<file path="src/rtl/seq_calculator_if.sv">
// seq_calculator_if: operand/opcode request and result handshake bundle for seq_calculator
interface seq_calculator_if #(parameter int WIDTH = 8);
  logic [WIDTH-1:0] a;
  logic [WIDTH-1:0] b;
  logic [2:0] op;
  logic in_valid;
  logic in_ready;
  logic [2*WIDTH-1:0] out;
  logic out_valid;
  logic out_ready;
  logic div_zero;
  modport master (output a, b, op, in_valid, out_ready, input in_ready, out, out_valid, div_zero);
  modport slave (input a, b, op, in_valid, out_ready, output in_ready, out, out_valid, div_zero);
endinterface

</file>
<file path="src/rtl/seq_calculator.sv">
// seq_calculator: handshaked WIDTH-bit calculator, single-cycle logic/add/sub, iterative mult/div
module seq_calculator #(parameter int WIDTH = 8) (
  input logic clk,
  input logic rst,
  seq_calculator_if.slave bus
);
  localparam int W = WIDTH;
  localparam int CW = $clog2(WIDTH);
  typedef enum logic [1:0] {IDLE, BUSY, DONE} state_t;
  state_t state, state_n;
  logic [W-1:0] a_r, b_r;
  logic is_mul, dz_r, accept, iter, last, ge, dz;
  logic [CW-1:0] cnt;
  logic [2*W-1:0] w, w_mul, w_div, single, out_r;
  logic [W:0] sum, dif, acc, sh, trial;
  assign accept = state == IDLE && bus.in_valid;
  assign dz = bus.op == 3'b111 && bus.b == '0;
  assign iter = bus.op[2:1] == 2'b11 && !dz;
  assign last = cnt == CW'(W-1);
  assign sum = {1'b0, bus.a} + {1'b0, bus.b};
  assign dif = {1'b0, bus.a} - {1'b0, bus.b};
  assign single = bus.op == 3'b000 ? {{W{1'b0}}, bus.a & bus.b} :
                  bus.op == 3'b001 ? {{W{1'b0}}, bus.a | bus.b} :
                  bus.op == 3'b010 ? {{W{1'b1}}, ~bus.a} :
                  bus.op == 3'b011 ? {{W{1'b0}}, bus.a ^ bus.b} :
                  bus.op == 3'b100 ? {{(W-1){1'b0}}, sum} :
                  bus.op == 3'b101 ? {{(W-1){1'b0}}, dif} :
                  {bus.a, {W{1'b1}}};
  // shift-add: low half holds the unconsumed multiplier bits, high half the partial sum
  assign acc = {1'b0, w[2*W-1:W]} + (w[0] ? {1'b0, a_r} : '0);
  assign w_mul = {acc, w[W-1:1]};
  // restoring divide: high half is the running remainder, low half shifts dividend out and quotient in
  assign sh = {w[2*W-1:W], w[W-1]};
  assign trial = sh - {1'b0, b_r};
  assign ge = !trial[W];
  assign w_div = {ge ? trial[W-1:0] : sh[W-1:0], w[W-2:0], ge};
  always_comb begin
    state_n = state;
    state_n = state == IDLE ? (bus.in_valid ? (iter ? BUSY : DONE) : IDLE) :
              state == BUSY ? (last ? DONE : BUSY) :
              (bus.out_ready ? IDLE : DONE);
  end
  always_ff @(posedge clk or posedge rst)
    if (rst) state <= IDLE;
    else state <= state_n;
  always_ff @(posedge clk or posedge rst) begin
    if (rst) begin
      a_r <= '0;
      b_r <= '0;
      is_mul <= 1'b0;
      cnt <= '0;
      w <= '0;
      out_r <= '0;
      dz_r <= 1'b0;
    end else if (accept) begin
      a_r <= bus.a;
      b_r <= bus.b;
      is_mul <= !bus.op[0];
      cnt <= '0;
      w <= {{W{1'b0}}, bus.op[0] ? bus.a : bus.b};
      if (!iter) begin
        out_r <= single;
        dz_r <= dz;
      end
    end else if (state == BUSY) begin
      cnt <= cnt + CW'(1);
      w <= is_mul ? w_mul : w_div;
      if (last) begin
        out_r <= is_mul ? w_mul : w_div;
        dz_r <= 1'b0;
      end
    end
  end
  assign bus.in_ready = state == IDLE;
  assign bus.out_valid = state == DONE;
  assign bus.out = out_r;
  assign bus.div_zero = dz_r;
endmodule

</file>
<file path="src/flat_wrapper.sv">
// flat-port wrapper written by rule: the top's interface ports become plain ports
module seq_calculator_flat 
#(parameter int WIDTH = 8)
  (clk, rst, bus_a, bus_b, bus_op, bus_in_valid, bus_out_ready, bus_in_ready, bus_out, bus_out_valid, bus_div_zero);
  seq_calculator_if #(.WIDTH(WIDTH)) bus_i ();
  input logic clk;
  input logic rst;
  input wire logic [$bits(bus_i.a)-1:0] bus_a;
  input wire logic [$bits(bus_i.b)-1:0] bus_b;
  input wire logic [$bits(bus_i.op)-1:0] bus_op;
  input wire logic [$bits(bus_i.in_valid)-1:0] bus_in_valid;
  input wire logic [$bits(bus_i.out_ready)-1:0] bus_out_ready;
  output wire logic [$bits(bus_i.in_ready)-1:0] bus_in_ready;
  output wire logic [$bits(bus_i.out)-1:0] bus_out;
  output wire logic [$bits(bus_i.out_valid)-1:0] bus_out_valid;
  output wire logic [$bits(bus_i.div_zero)-1:0] bus_div_zero;
  assign bus_i.a = bus_a;
  assign bus_i.b = bus_b;
  assign bus_i.op = bus_op;
  assign bus_i.in_valid = bus_in_valid;
  assign bus_i.out_ready = bus_out_ready;
  assign bus_in_ready = bus_i.in_ready;
  assign bus_out = bus_i.out;
  assign bus_out_valid = bus_i.out_valid;
  assign bus_div_zero = bus_i.div_zero;
  seq_calculator #(.WIDTH(WIDTH)) u_core (.clk(clk), .rst(rst), .bus(bus_i));
endmodule
</file>
<file path="config.mk">
export PLATFORM = sky130hd
export DESIGN_NAME = seq_calculator_flat
export DESIGN_NICKNAME = d
export VERILOG_FILES = /design/src/rtl/seq_calculator_if.sv /design/src/rtl/seq_calculator.sv /design/src/flat_wrapper.sv
export SDC_FILE = /design/constraint.sdc
export NUM_CORES = 1
export LEC_CHECK = 0
export BUFFER_PORTS_ARGS = -buffer_cell sky130_fd_sc_hd__buf_4
export CAP_MARGIN = 20
export CORE_MARGIN = 3
export CORE_UTILIZATION = 40
export CTS_CLUSTER_DIAMETER = 80
export CTS_CLUSTER_SIZE = 25
export DETAILED_ROUTE_END_ITERATION = 7
export GPL_TIMING_DRIVEN = 0
export SLEW_MARGIN = 20
export SYNTH_ARGS = -nofsm -noshare
export SYNTH_HDL_FRONTEND = slang
export SYNTH_SLANG_ARGS = --single-unit
</file>
<file path="constraint.sdc">
create_clock -name clk -period 3.8 [get_ports clk]
set_clock_uncertainty 0.15 [all_clocks]
set_input_delay 0.76 -clock clk [delete_from_list [all_inputs] [get_ports clk]]
set_output_delay 0.76 -clock clk [all_outputs]
set_load 0.05 [all_outputs]
</file>
== Yosys cells after proc, flatten, opt, wreduce, memory -nomap -nowiden ==
Index checks and enable logic that the tools add are counted.

* Bits in registers: 55
* Word-level logic and storage cells: 68
* Input port bits: 23
* Output and inout port bits: 19

* Bitwise operators: 4
* Equal/unequal tests: 11
* Reductions and logical operators: 12
* Multiplexer cells: 28
* $add $sub $neg: 5

{| class="wikitable"
|+ Operators by type and width
! kind !! count
|-
| two-way mux 16 bit || 13
|-
| two-way mux 8 bit || 3
|-
| equality test 3 bit (second input constant) || 4
|-
| two-way mux 2 bit || 6
|-
| adder 8 x 8 -> 9 bit || 1
|-
| adder 8 x 9 -> 9 bit || 1
|-
| subtractor 8 x 8 -> 9 bit || 1
|-
| subtractor 9 x 8 -> 9 bit || 1
|-
| bitwise AND 8 bit || 1
|-
| logical NOT 8 bit || 1
|-
| inverter 8 bit || 1
|-
| bitwise OR 8 bit || 1
|-
| bitwise XOR 8 bit || 1
|-
| equality test 3 x 2 -> 1 bit (second input constant) || 2
|-
| two-way mux 3 bit || 2
|-
| equality test 2 bit (second input constant) || 2
|-
| two-way mux 1 bit || 4
|-
| nonzero test 2 bit || 2
|-
| adder 3 x 1 -> 3 bit (second input constant) || 1
|-
| equality test 3 x 1 -> 1 bit (second input constant) || 1
|-
| logical AND 1 bit || 3
|-
| logical NOT 1 bit || 3
|-
| logical NOT 3 bit || 1
|-
| AND reduction 3 bit || 1
|-
| 3 further kinds || 3
|}

== Logic depth before layout (Yosys ltp) ==
Gate-level depths: netlist (run 1).

* Depth after elaboration: 9
* Gate-level depth with buffers: 11
* Gate-level depth less buffers: 11

== Least setup slack after synthesis (run 1) ==
OpenSTA, ideal clock, no wires.

* Path kind: input to register
* From: in bus_b[0]
* To: reg u_core.out_r[6], in the netlist u_core.bus.out[6]
* Slack: 1.082 ns
* Required time: 3.567 ns
* Arrival time: 2.485 ns
* Setup time: 0.083 ns
* Buffers on the path: 0
* Cell stages on the path: 9
* Path through: ha_1 > fa_1 > a21o_1 > a21o_1 > and4_1 > a21oi_1 > a21oi_1 > a311o_1 > o21ai_0

* Longest elaborated chain between the ends: 9
* Elaborated cells between the ends (all ways): 16
* Those cells by class: 2 x add/sub; 1 x eq/ne; 8 x mux; 5 x reduce/logical

{| class="wikitable"
|+ RTL lines
! element !! line !! RTL
|-
| start, declared || flat_wrapper.sv:9 || <nowiki>input wire logic [$bits(bus_i.b)-1:0] bus_b;</nowiki>
|-
| subtractor 8 x 8 -> 9 bit || seq_calculator.sv:21 || <nowiki>assign dif = {1'b0, bus.a} - {1'b0, bus.b};</nowiki>
|-
| two-way mux 16 bit || seq_calculator.sv:27 || <nowiki>bus.op == 3'b101 ? {{(W-1){1'b0}}, dif} :</nowiki>
|-
| two-way mux 16 bit || seq_calculator.sv:26 || <nowiki>bus.op == 3'b100 ? {{(W-1){1'b0}}, sum} :</nowiki>
|-
| two-way mux 16 bit || seq_calculator.sv:25 || <nowiki>bus.op == 3'b011 ? {{W{1'b0}}, bus.a ^ bus.b} :</nowiki>
|-
| two-way mux 16 bit || seq_calculator.sv:24 || <nowiki>bus.op == 3'b010 ? {{W{1'b1}}, ~bus.a} :</nowiki>
|-
| two-way mux 16 bit || seq_calculator.sv:23 || <nowiki>bus.op == 3'b001 ? {{W{1'b0}}, bus.a | bus.b} :</nowiki>
|-
| two-way mux 16 bit || seq_calculator.sv:22 || <nowiki>assign single = bus.op == 3'b000 ? {{W{1'b0}}, bus.a & bus.b} :</nowiki>
|-
| two-way mux 16 bit || seq_calculator.sv:61 || <nowiki>if (!iter) begin</nowiki>
|-
| two-way mux 16 bit || seq_calculator.sv:55 || <nowiki>end else if (accept) begin</nowiki>
|-
| end signal, assigned || seq_calculator.sv:62 || <nowiki>out_r <= single;</nowiki>
|-
| end signal, assigned || seq_calculator.sv:69 || <nowiki>out_r <= is_mul ? w_mul : w_div;</nowiki>
|-
| end, declared || seq_calculator.sv:14 || <nowiki>logic [2*W-1:0] w, w_mul, w_div, single, out_r;</nowiki>
|}

Several ways; a longest one is shown, not always the timed one. The select of a mux whose other input is x is not followed.
A chain may end at the register's enable or synchronous reset.

== Worst setup path in the final report (run 1) ==
* From: reg u_core.w[7]
* To: reg u_core.out_r[9], in the netlist u_core.bus.out[9]

* Longest elaborated chain between the ends: 6

{| class="wikitable"
|+ RTL lines
! element !! line !! RTL
|-
| start, declared || seq_calculator.sv:14 ||
|-
| start signal, assigned || seq_calculator.sv:60 || <nowiki>w <= {{W{1'b0}}, bus.op[0] ? bus.a : bus.b};</nowiki>
|-
| start signal, assigned || seq_calculator.sv:67 || <nowiki>w <= is_mul ? w_mul : w_div;</nowiki>
|-
| subtractor 9 x 8 -> 9 bit || seq_calculator.sv:34 || <nowiki>assign trial = sh - {1'b0, b_r};</nowiki>
|-
| two-way mux 8 bit || seq_calculator.sv:36 || <nowiki>assign w_div = {ge ? trial[W-1:0] : sh[W-1:0], w[W-2:0], ge};</nowiki>
|-
| two-way mux 16 bit || seq_calculator.sv:69 ||
|-
| two-way mux 16 bit || seq_calculator.sv:68 || <nowiki>if (last) begin</nowiki>
|-
| two-way mux 16 bit || seq_calculator.sv:65 || <nowiki>end else if (state == BUSY) begin</nowiki>
|-
| two-way mux 16 bit || seq_calculator.sv:55 ||
|}

No other way between the ends. The select of a mux whose other input is x is not followed.

==> flow_summary.toml, run 1 <==
[floorplanning]
fp.dieH_microns = 113
ioPinCount = 42
dieWidth_microns = 113
initial_utilization = 0.416
rows = 38
fp.coreArea_sq_um = 11000
die-area_sq_um = 12700

[worst_setup_path]
cp_data_required_time_ns = 3.79
crit_top_cell = "inv_1"
arrival_ns = 3.17
crit_chain = "inv_1 > ha_1 > inv_1 > fa_1 > a21o_1 > a22oi_2 > a21oi_4 > xor2_2 > mux2_2 > o21ai_0 > a31oi_1"
setup.worst_path.end_class = "register"
timing.critical_path.slowest_stage_cell = "fa_1"
reg2reg_slack_ns = 0.62
cpPeakStageDelay_ns = 0.46
worstSetupPathType = "register to register"
ff2ff_path_depth = 11
critPathMaxFanout = 6
cp-start-kind = "register"

[synth]
avgSynthCellArea_sq_um = 8.55
ys_top_cells_by_area = "dfrtp_1 30%, ha_1 12%, o21ai_0 5.6%"
synth_top_flop_cell = "dfrtp_1"
syn_area_sq_um = 4570
seq_area_frac_synth = 0.301
synthDistinctLibCells = 56
yosysWarnings = 0
synthCells = 534
synth_top_area_share = 0.301
synth_edf_count = 0
ys_seq_elements = 55
synthArstFlopShare = 1.00
syn-num-nets = 603
yosysTopAreaCell = "dfrtp_1"

[hold_path]
hold_class = "input pin to asynchronous set/reset pin"

[drt]
wl_microns = 14100
drc = 0
firstDrtPassIters = 6
wl_per_cell_microns = 19.5
drt_first_iter_violations = 301
via_per_inst = 5.75
detail-route-antenna-nets = 0
vias = 4155

[timing]
fmax_ghz = 0.315
setup_tns_ns = 0
fin_crit_ns = 3.18
slew_violations = 0
rsz0062_at_grt = "no"
final_hold_viol_count = 0
finalSetupViolCount = 0
max_slew.worst_pin.slew_ns = 0.719
relSlewSlack = 0.521
finalCritPeriodShare = 0.836

[global_route]
grt_pass1_wl_microns = 23100
use_met3 = 0.0219
grt-ovfl-total = 0
grt_pass1_vias = 4201
met1_usage = 0.318
grt_use_met2 = 0.381
grt.total_usage = 0.229
grt.busiest_layer = "met2"
grt_start_max_net_pins = 56
antenna_found_initial = 0

[clock_network]
cts_buffer_depth = 2
htreeDepth = 2
post_cts_buffers = 0
cts_repair_resize_count = 0
hold_buffers = 0
clk_pin_slew_ns = 0.08
cts-root-buf = "clkbuf_16"
clkSinkCount = 55
cts-buffers-inserted = 5
cts_tree = "done"
insertion_delay_ns = 0.30

[cells_and_area]
final_cell_mix = "55 x dfrtp_1, 51 x o21ai_0, 49 x inv_1, 47 x nand2_1, 42 x ha_1"
diodes = 0
area_delta_synth_final_pct = 14.4
fin_nets = 651
final.fill_count = 1091
mostFrequentLayoutCell = "dfrtp_1"
final_core_utilization = 0.476
drive_gt1_frac = 0.125
fin_cells = 723

[power]
p_leak_uw = 0.00243
ir_drop_mv = 0.579
p_sw_frac = 0.489
intPower_uw = 2040
power_density_nw_per_um2 = 763
clkPwrFrac = 0.124
seqPwrFrac = 0.261
p_switching_uw = 1950
combPwrFrac = 0.615

[place]
gp_congestion = 0.915
port_buffers = 40
hpwl_microns = 11100
dpl.cell_count = 715

[outcome]
outcome = "finished clean"

[flow_run]
cap_violations = 0
-- worst paths after layout --
kind	start	to
min in group clk	u_core.a_r[7]	u_core.a_r[7]
min reg2reg	u_core.a_r[7]	u_core.a_r[7]
max in group asynchronous	rst	u_core.w[9]
max reg2reg	u_core.w[7]	u_core.bus.out[9]
min	rst	u_core.a_r[5]
max	u_core.w[7]	u_core.bus.out[9]
-- cell usage after synthesis (3+ instances only) --
| cell | instances |
|---|---|
| nand2b_1 | 5 |
| ha_1 | 42 |
| xnor2_1 | 11 |
| fa_1 | 4 |
| o21ai_0 | 51 |
| inv_1 | 50 |
| o211ai_1 | 4 |
| and2_1 | 8 |
| o22a_1 | 3 |
| dfrtp_1 | 55 |
| and3_1 | 3 |
| a21oi_1 | 31 |
| a21o_1 | 10 |
| nand3_1 | 11 |
| nor3_1 | 11 |
| mux2_2 | 3 |
| mux2i_1 | 20 |
| o221ai_1 | 9 |
| clkbuf_1 | 22 |
| o21a_1 | 7 |
| or3_1 | 4 |
| nand3b_1 | 3 |
| nand2_1 | 47 |
| buf_2 | 4 |
| o2111ai_1 | 3 |
| a211o_1 | 4 |
| nor2b_1 | 8 |
| a31oi_1 | 13 |
| o31ai_1 | 5 |
| o22ai_1 | 7 |
| a211oi_1 | 5 |
| nor2_1 | 35 |
| mux4_2 | 6 |
| or2_2 | 3 |
-- metal layers --
layer / share of wire / wire, microns / up-vias
met5: 0 / 0 / -
met4: 0.023 / 325 / 0
met3: 0.046 / 642 / 18
met2: 0.48 / 6730 / 133
met1: 0.45 / 6380 / 1990
li1: - / - / 2014
-- flip-flops by register name (all words and copies together) (netlist names) --
register             flops
u_core.bus.out          16
u_core.cnt               3
u_core.is_mul            1
u_core.state             2
u_core.b_r               8
u_core.bus.div_zero      1
u_core.w                16
u_core.a_r               8
-- metrics by stage --
| stage | total power, uW | hold slack [ns] | worst slack [ns] | area (sq um) |
|---|---|---|---|---|
| after global routing | 4280 | 0.377 | 0.415 | 5230 |
| after CTS | 3990 | 0.342 | 0.598 | 5230 |
| final | 3990 | 0.339 | 0.622 | 5230 |
| after detailed placement | 3480 | 0.325 | 0.620 | 5070 |
| after global placement | 3440 | 0.314 | 0.667 | 5040 |
| after floorplan | 2790 | 0.292 | 1.08 | 4570 |
-- worst max-delay path: cells and delay by family (launching register included) --
family                     cells  cell delay, ns
adders and majority gates      2            0.64
muxes                          1            0.40
buffers and inverters          2            0.15
AOI/OAI and AO/OA              5            0.89
DFF                            1            0.44
xor gates and xnor gates       1            0.34
-- power groups by stage --
stage / registers (uW) / clock network, uW / logic, uW
6_report: 1040 / 496 / 2450
4_1_cts: 1040 / 500 / 2450
2_1_floorplan: 1280 / 0 / 1510
3_5_place_dp: 1050 / 0 / 2430
5_1_grt: 1080 / 522 / 2680
3_3_place_gp: 1040 / 0 / 2400
-- cells by family (layout without fill, tap and decap cells) --
logic type	count (synthesis)	after routing	share of synthesized area
adders and majority gates	46	46	0.133
DFF	55	55	0.301
xor gates and xnor gates	15	15	0.0320
and+or+nand+nor	141	141	0.144
buffers and inverters	77	126	0.0644
AOI/OAI and AO/OA	170	170	0.242
muxes	30	30	0.0833
-- area by class of cell --
class | instances | area [sq um] | area share
Buffer | 27 | 106 | 0.0203
Clock buffer | 6 | 139 | 0.0266
Clock inverter | 2 | 13.8 | 0.00263
Inverter | 50 | 190 | 0.0364
Multi-Input combinational cell | 402 | 2900 | 0.554
Sequential cell | 55 | 1380 | 0.263
Tap cell | 140 | 175 | 0.0335
Timing Repair Buffer | 41 | 328 | 0.0627
No activity file was read; power rests on OpenSTA's default activity.
==> run 2, diff against run 1 <==
==> constraint.sdc (replaced) <==
create_clock -name clk -period 2.7 [get_ports clk]
set_clock_uncertainty 0.15 [all_clocks]
set_input_delay 0.54 -clock clk [delete_from_list [all_inputs] [get_ports clk]]
set_output_delay 0.54 -clock clk [all_outputs]
set_load 0.05 [all_outputs]
==> flow_summary.toml, run 2 (same netlist as run 1, synthesis figures left out) <==
[outcome]
outcome = "finished with violations"
failed_checks = "setup timing"

[drt]
drc = 0
wl_microns = 14300
wl_met3_microns = 729
routed-wl-met2_microns = 6930
vias = 4204
detail-route-antenna-nets = 0
m1WireLength_microns = 6310
wl_per_cell_microns = 19.5
drt_first_iter_violations = 309
via_per_inst = 5.74
firstDrtPassIters = 5
topRoutingLayerUsed = "met4"

[timing]
relSlewSlack = 0.537
worst_slack_ns = -0.0763
slew_violations = 0
rsz0062_at_grt = "yes"
finalSetupViolCount = 14
fmax_ghz = 0.360
max_slew.worst_pin.slew_ns = 0.694
fin_crit_ns = 2.78
finalCritPeriodShare = 1.03
setup_tns_ns = -0.702
final_hold_viol_count = 0
hold_ws_ns = 0.125

[clock_network]
cts_buffer_depth = 2
cts-root-buf = "clkbuf_16"
cts-buffers-inserted = 5
htreeDepth = 2
clk_pin_slew_ns = 0.08
hold_buffers = 0
clkSinkCount = 55
cts_tree = "done"
insertion_delay_ns = 0.30

[cells_and_area]
fin_nets = 661
regArea_sq_um = 1380
area_delta_synth_final_pct = 18.7
diodes = 0
multi_input_area_sq_um = 3010
final.fill_count = 1075
drive_gt1_frac = 0.167
final_cell_mix = "54 x dfrtp_1, 48 x inv_1, 47 x nand2_1, 47 x o21ai_0, 47 x buf_4"
mostFrequentLayoutCell = "dfrtp_1"

[worst_setup_path]
critPathMaxFanout = 5
crit_chain = "inv_1 > ha_2 > inv_2 > fa_2 > a21o_1 > a22oi_2 > a21oi_4 > xor2_4 > mux2_4 > o211ai_1 > a31oi_1"
setup.worst_path.end_class = "register"
ff2ff_path_depth = 11
arrival_ns = 2.77
cpPeakStageDelay_ns = 0.41
worstSetupPathType = "register to register"
cp-start-kind = "register"
cp_data_required_time_ns = 2.69
reg2reg_slack_ns = -0.08
timing.critical_path.slowest_stage_cell = "dfrtp_1"

[floorplanning]
initial_utilization = 0.416
dieWidth_microns = 113
rows = 38
ioPinCount = 42
die-area_sq_um = 12700
fp.coreArea_sq_um = 11000
fp.dieH_microns = 113

[flow_run]
cap_violations = 0

[global_route]
grt_start_max_net_pins = 56
grt.total_usage = 0.232
grt-ovfl-total = 0
grt_pass1_wl_microns = 23300
grt_pass1_vias = 4261
antenna_found_initial = 0

[power]
clkPwrFrac = 0.113
seqPwrFrac = 0.238
intPower_uw = 3230
combPwrFrac = 0.650
p_leak_uw = 0.00249
power_uw = 6190
p_sw_frac = 0.479
p_switching_uw = 2970
ir_drop_mv = 0.775
power_density_nw_per_um2 = 1140

[place]
gp_congestion = 0.915
port_buffers = 40
hpwl_microns = 11100
post-place-ws_ns = -0.480

[hold_path]
hold_class = "input pin to asynchronous set/reset pin"
-- run 2: cell types whose count changed in the layout (fill, tap and decap cells not counted), moves of 2 or more --
cell	previous run	this run
buf_4	40	47
o21ai_0	51	47
buf_6	0	3
mux2_4	0	3
a21oi_1	31	29
a21oi_2	0	2
mux2_2	3	1
o21ai_1	0	2
o21ai_2	0	2
-- run 2: final timing paths --
kind / from / endpoint
worst max register to register: u_core.w[7] / u_core.bus.out[12]
worst min register to register: u_core.a_r[7] / u_core.a_r[7]
min in group clk: u_core.a_r[7] / u_core.a_r[7]
worst min-delay path: rst / u_core.a_r[5]
worst max-delay path: u_core.w[7] / u_core.bus.out[12]
max in group asynchronous: rst / u_core.w[0]
-- run 2: cell type report --
| class | instances | share of cell area |
|---|---|---|
| well taps | 140 | 0.0323 |
| clock inverters | 2 | 0.00254 |
| multi-input cells | 402 | 0.554 |
| repair buffers | 51 | 0.0764 |
| plain buffers | 27 | 0.0196 |
| flip-flops and latches | 55 | 0.254 |
| inverters | 50 | 0.0351 |
| clock buffers | 6 | 0.0256 |
-- run 2: metal layers --
layer	track usage	up-vias
li1	-	2035
met1	0.317	2030
met2	0.388	124
met3	0.0251	15
met4	0.0681	0
met5	0	-
-- run 2: metrics by stage --
stage / cell area [sq um] / std cells / util
global route: 5420 / 733 / 0.494
floorplan: 4570 / 534 / -
CTS: 5350 / 732 / 0.487
global placement: 5040 / 714 / 0.459
detailed placement: 5070 / 715 / 0.462
finish: 5420 / 733 / 0.494
-- run 2: timing repair --
item	4_1_cts	5_1_grt
setup buffers	9	1
pin swaps	16	12
endpoints found under the setup margin	18	20
resized for setup	16	13
-- run 2: worst max-delay path, delay by kind of cell (launching register included) --
| family | cells | cell delay (ns) |
|---|---|---|
| AO/OA/AOI/OAI | 5 | 0.81 |
| flip-flops | 1 | 0.41 |
| buffers and inverters | 2 | 0.11 |
| multiplexers | 1 | 0.33 |
| XOR/XNOR | 1 | 0.27 |
| adder cells (fa/ha/maj) | 2 | 0.53 |
-- run 2: power by group through the flow --
stage	Clock, uW	Sequential (uW)	Combinational, uW
floorplan	0	1800	2120
global placement	0	1470	3370
detailed placement	0	1480	3420
CTS	703	1460	3850
global route	736	1520	4350
finish	699	1470	4020
==> run 3, diff against run 2 <==
--- a/config.mk
+++ b/config.mk
@@ -8,12 +8,13 @@
 export BUFFER_PORTS_ARGS = -buffer_cell sky130_fd_sc_hd__buf_4
 export CAP_MARGIN = 20
 export CORE_MARGIN = 3
-export CORE_UTILIZATION = 40
+export CORE_UTILIZATION = 53
+export CTS_BUF_LIST = sky130_fd_sc_hd__clkbuf_4
 export CTS_CLUSTER_DIAMETER = 80
 export CTS_CLUSTER_SIZE = 25
 export DETAILED_ROUTE_END_ITERATION = 7
 export GPL_TIMING_DRIVEN = 0
-export SLEW_MARGIN = 20
+export PLACE_DENSITY = 0.75
 export SYNTH_ARGS = -nofsm -noshare
 export SYNTH_HDL_FRONTEND = slang
 export SYNTH_SLANG_ARGS = --single-unit
==> flow_summary.toml, run 3 (same netlist as run 1, synthesis figures left out) <==
[floorplanning]
dieWidth_microns = 98.8
initial_utilization = 0.550
fp.dieH_microns = 98.8
fp.coreArea_sq_um = 8300
ioPinCount = 42
rows = 33
die-area_sq_um = 9770

[power]
ir_drop_mv = 0.376
combPwrFrac = 0.656
power_density_nw_per_um2 = 1100
p_sw_frac = 0.497
intPower_uw = 2890
clkPwrFrac = 0.087
p_switching_uw = 2850
seqPwrFrac = 0.256
p_leak_uw = 0.00244

[global_route]
grt_pass1_vias = 4176
grt-ovfl-total = 0
antenna_found_initial = 0
grt.total_usage = 0.286
grt_pass1_wl_microns = 22300
grt_start_max_net_pins = 38

[drt]
vias = 4355
topRoutingLayerUsed = "met4"
wl_microns = 13700
wl_per_cell_microns = 19.7
drt_first_iter_violations = 386
firstDrtPassIters = 5
detail-route-antenna-nets = 0
routed-wl-met2_microns = 6560
wl_met3_microns = 1060
via_per_inst = 6.27
m1WireLength_microns = 5610
drc = 0

[place]
post-place-ws_ns = -0.324
dpl.cell_count = 680
gp_congestion = 0.929
port_buffers = 40
hpwl_microns = 10600

[timing]
final_hold_viol_count = 0
finalCritPeriodShare = 1.04
worst_slack_ns = -0.0994
fmax_ghz = 0.357
hold_ws_ns = 0.250
max_slew.worst_pin.slew_ns = 0.623
finalSetupViolCount = 10
relSlewSlack = 0.584
slew_violations = 0
rsz0062_at_grt = "yes"
fin_crit_ns = 2.80

[hold_path]
min-delay-start = "bus_b[2]"
hold_class = "input pin to register"
whs_path_depth = 3
min_to = "u_core.b_r[2]"

[outcome]
failed_checks = "setup timing"
outcome = "finished with violations"

[cells_and_area]
drive_gt1_frac = 0.153
fin_nets = 658
fin_cells = 695
final.fill_count = 719
area_delta_synth_final_pct = 14.5
mostFrequentLayoutCell = "dfrtp_1"
diodes = 0
final_cell_mix = "53 x dfrtp_1, 49 x o21ai_0, 48 x inv_1, 47 x nand2_1, 46 x buf_4"
final_core_utilization = 0.630

[worst_setup_path]
cp-start-kind = "register"
r2r-start = "u_core.w[7]"
cpPeakStageDelay_ns = 0.45
crit_chain = "inv_1 > ha_2 > inv_2 > fa_2 > a21o_1 > a22oi_2 > a21oi_4 > xor2_4 > mux2_4 > o211ai_1 > a31oi_1"
cp_data_required_time_ns = 2.82
setup.worst_path.end_class = "register"
regToRegEndpoint = "u_core.bus.out[12]"
timing.critical_path.slowest_stage_cell = "dfrtp_1"
ff2ff_path_depth = 11
arrival_ns = 2.92
worstSetupPathType = "register to register"
reg2reg_slack_ns = -0.1
critPathMaxFanout = 6

[clock_network]
cts_buffer_depth = 2
clkSinkCount = 55
insertion_delay_ns = 0.40
clk_pin_slew_ns = 0.18
cts_tree = "done"
cts-buffers-inserted = 5
htreeDepth = 2
cts-root-buf = "clkbuf_4"

[flow_run]
cap_violations = 0
[run 3: changes by cell type in the layout (fill, tap and decap cells not counted), moves of 2 or more]
| cell | delta |
|---|---|
| a21oi_1 | +2 |
| a21oi_2 | -2 |
| buf_6 | -3 |
| clkbuf_16 | -5 |
| clkbuf_4 | +5 |
| o21ai_0 | +2 |
[run 3: power groups by stage]
stage	clock network, uW	logic, uW	registers (uW)
4_1_cts	497	3630	1460
3_5_place_dp	0	3380	1480
2_1_floorplan	0	2120	1800
3_3_place_gp	0	3320	1470
5_1_grt	524	4100	1510
6_report	500	3760	1470
[run 3: what timing repair did]
action	in CTS	in global routing
hold buffers	1	0
endpoints found under the hold margin	18	0
pin swaps	19	10
endpoints found under the setup margin	18	19
buffers inserted	4	2
resized for setup	12	7
[run 3: per-layer routing]
layer	up-vias	GRT usage
met3	36	0.0418
li1	2025	-
met1	2083	0.381
met4	0	0.109
met5	-	0
met2	211	0.471
[run 3: critical path: cells and delay by family, from the launching register on]
family	cells	cell delay [ns]
compound gates	5	0.80
fa+ha+maj	2	0.51
flops	1	0.45
mux	1	0.34
xor+xnor	1	0.29
buf+inv	2	0.11
[run 3: worst max-delay path by stage]
stage                           start  cells after the start  slack, ns            endpoint
final                     u_core.w[7]                     11       -0.1  u_core.bus.out[12]
after global routing      u_core.w[7]                     11      -0.24  u_core.bus.out[12]
after CTS                 u_core.w[7]                     11      -0.13  u_core.bus.out[12]
after detailed placement  u_core.w[7]                     11      -0.32  u_core.bus.out[12]
after global placement    u_core.w[7]                     11      -0.26  u_core.bus.out[12]
after floorplan           u_core.w[7]                     11       0.01  u_core.bus.out[12]
[run 3: final cells by class]
class                   instances  area (sq um)  area share
multi-input cells             402          2970       0.567
flip-flops and latches         55          1380       0.264
repair buffers                 48           375      0.0718
inverters                      50           188      0.0359
well taps                     105           131      0.0251
plain buffers                  27           108      0.0206
clock inverters                 3          46.3     0.00885
clock buffers                   5          37.5     0.00718
[run 3: metrics by stage]
step / setup TNS (ns) / power, uW / area (sq um)
global placement: -4.59 / 4790 / 5000
detailed placement: -3.61 / 4860 / 5020
floorplan: 0 / 3930 / 4570
CTS: -0.683 / 5590 / 5200
finish: -0.414 / 5740 / 5230
global route: -2.67 / 6130 / 5230
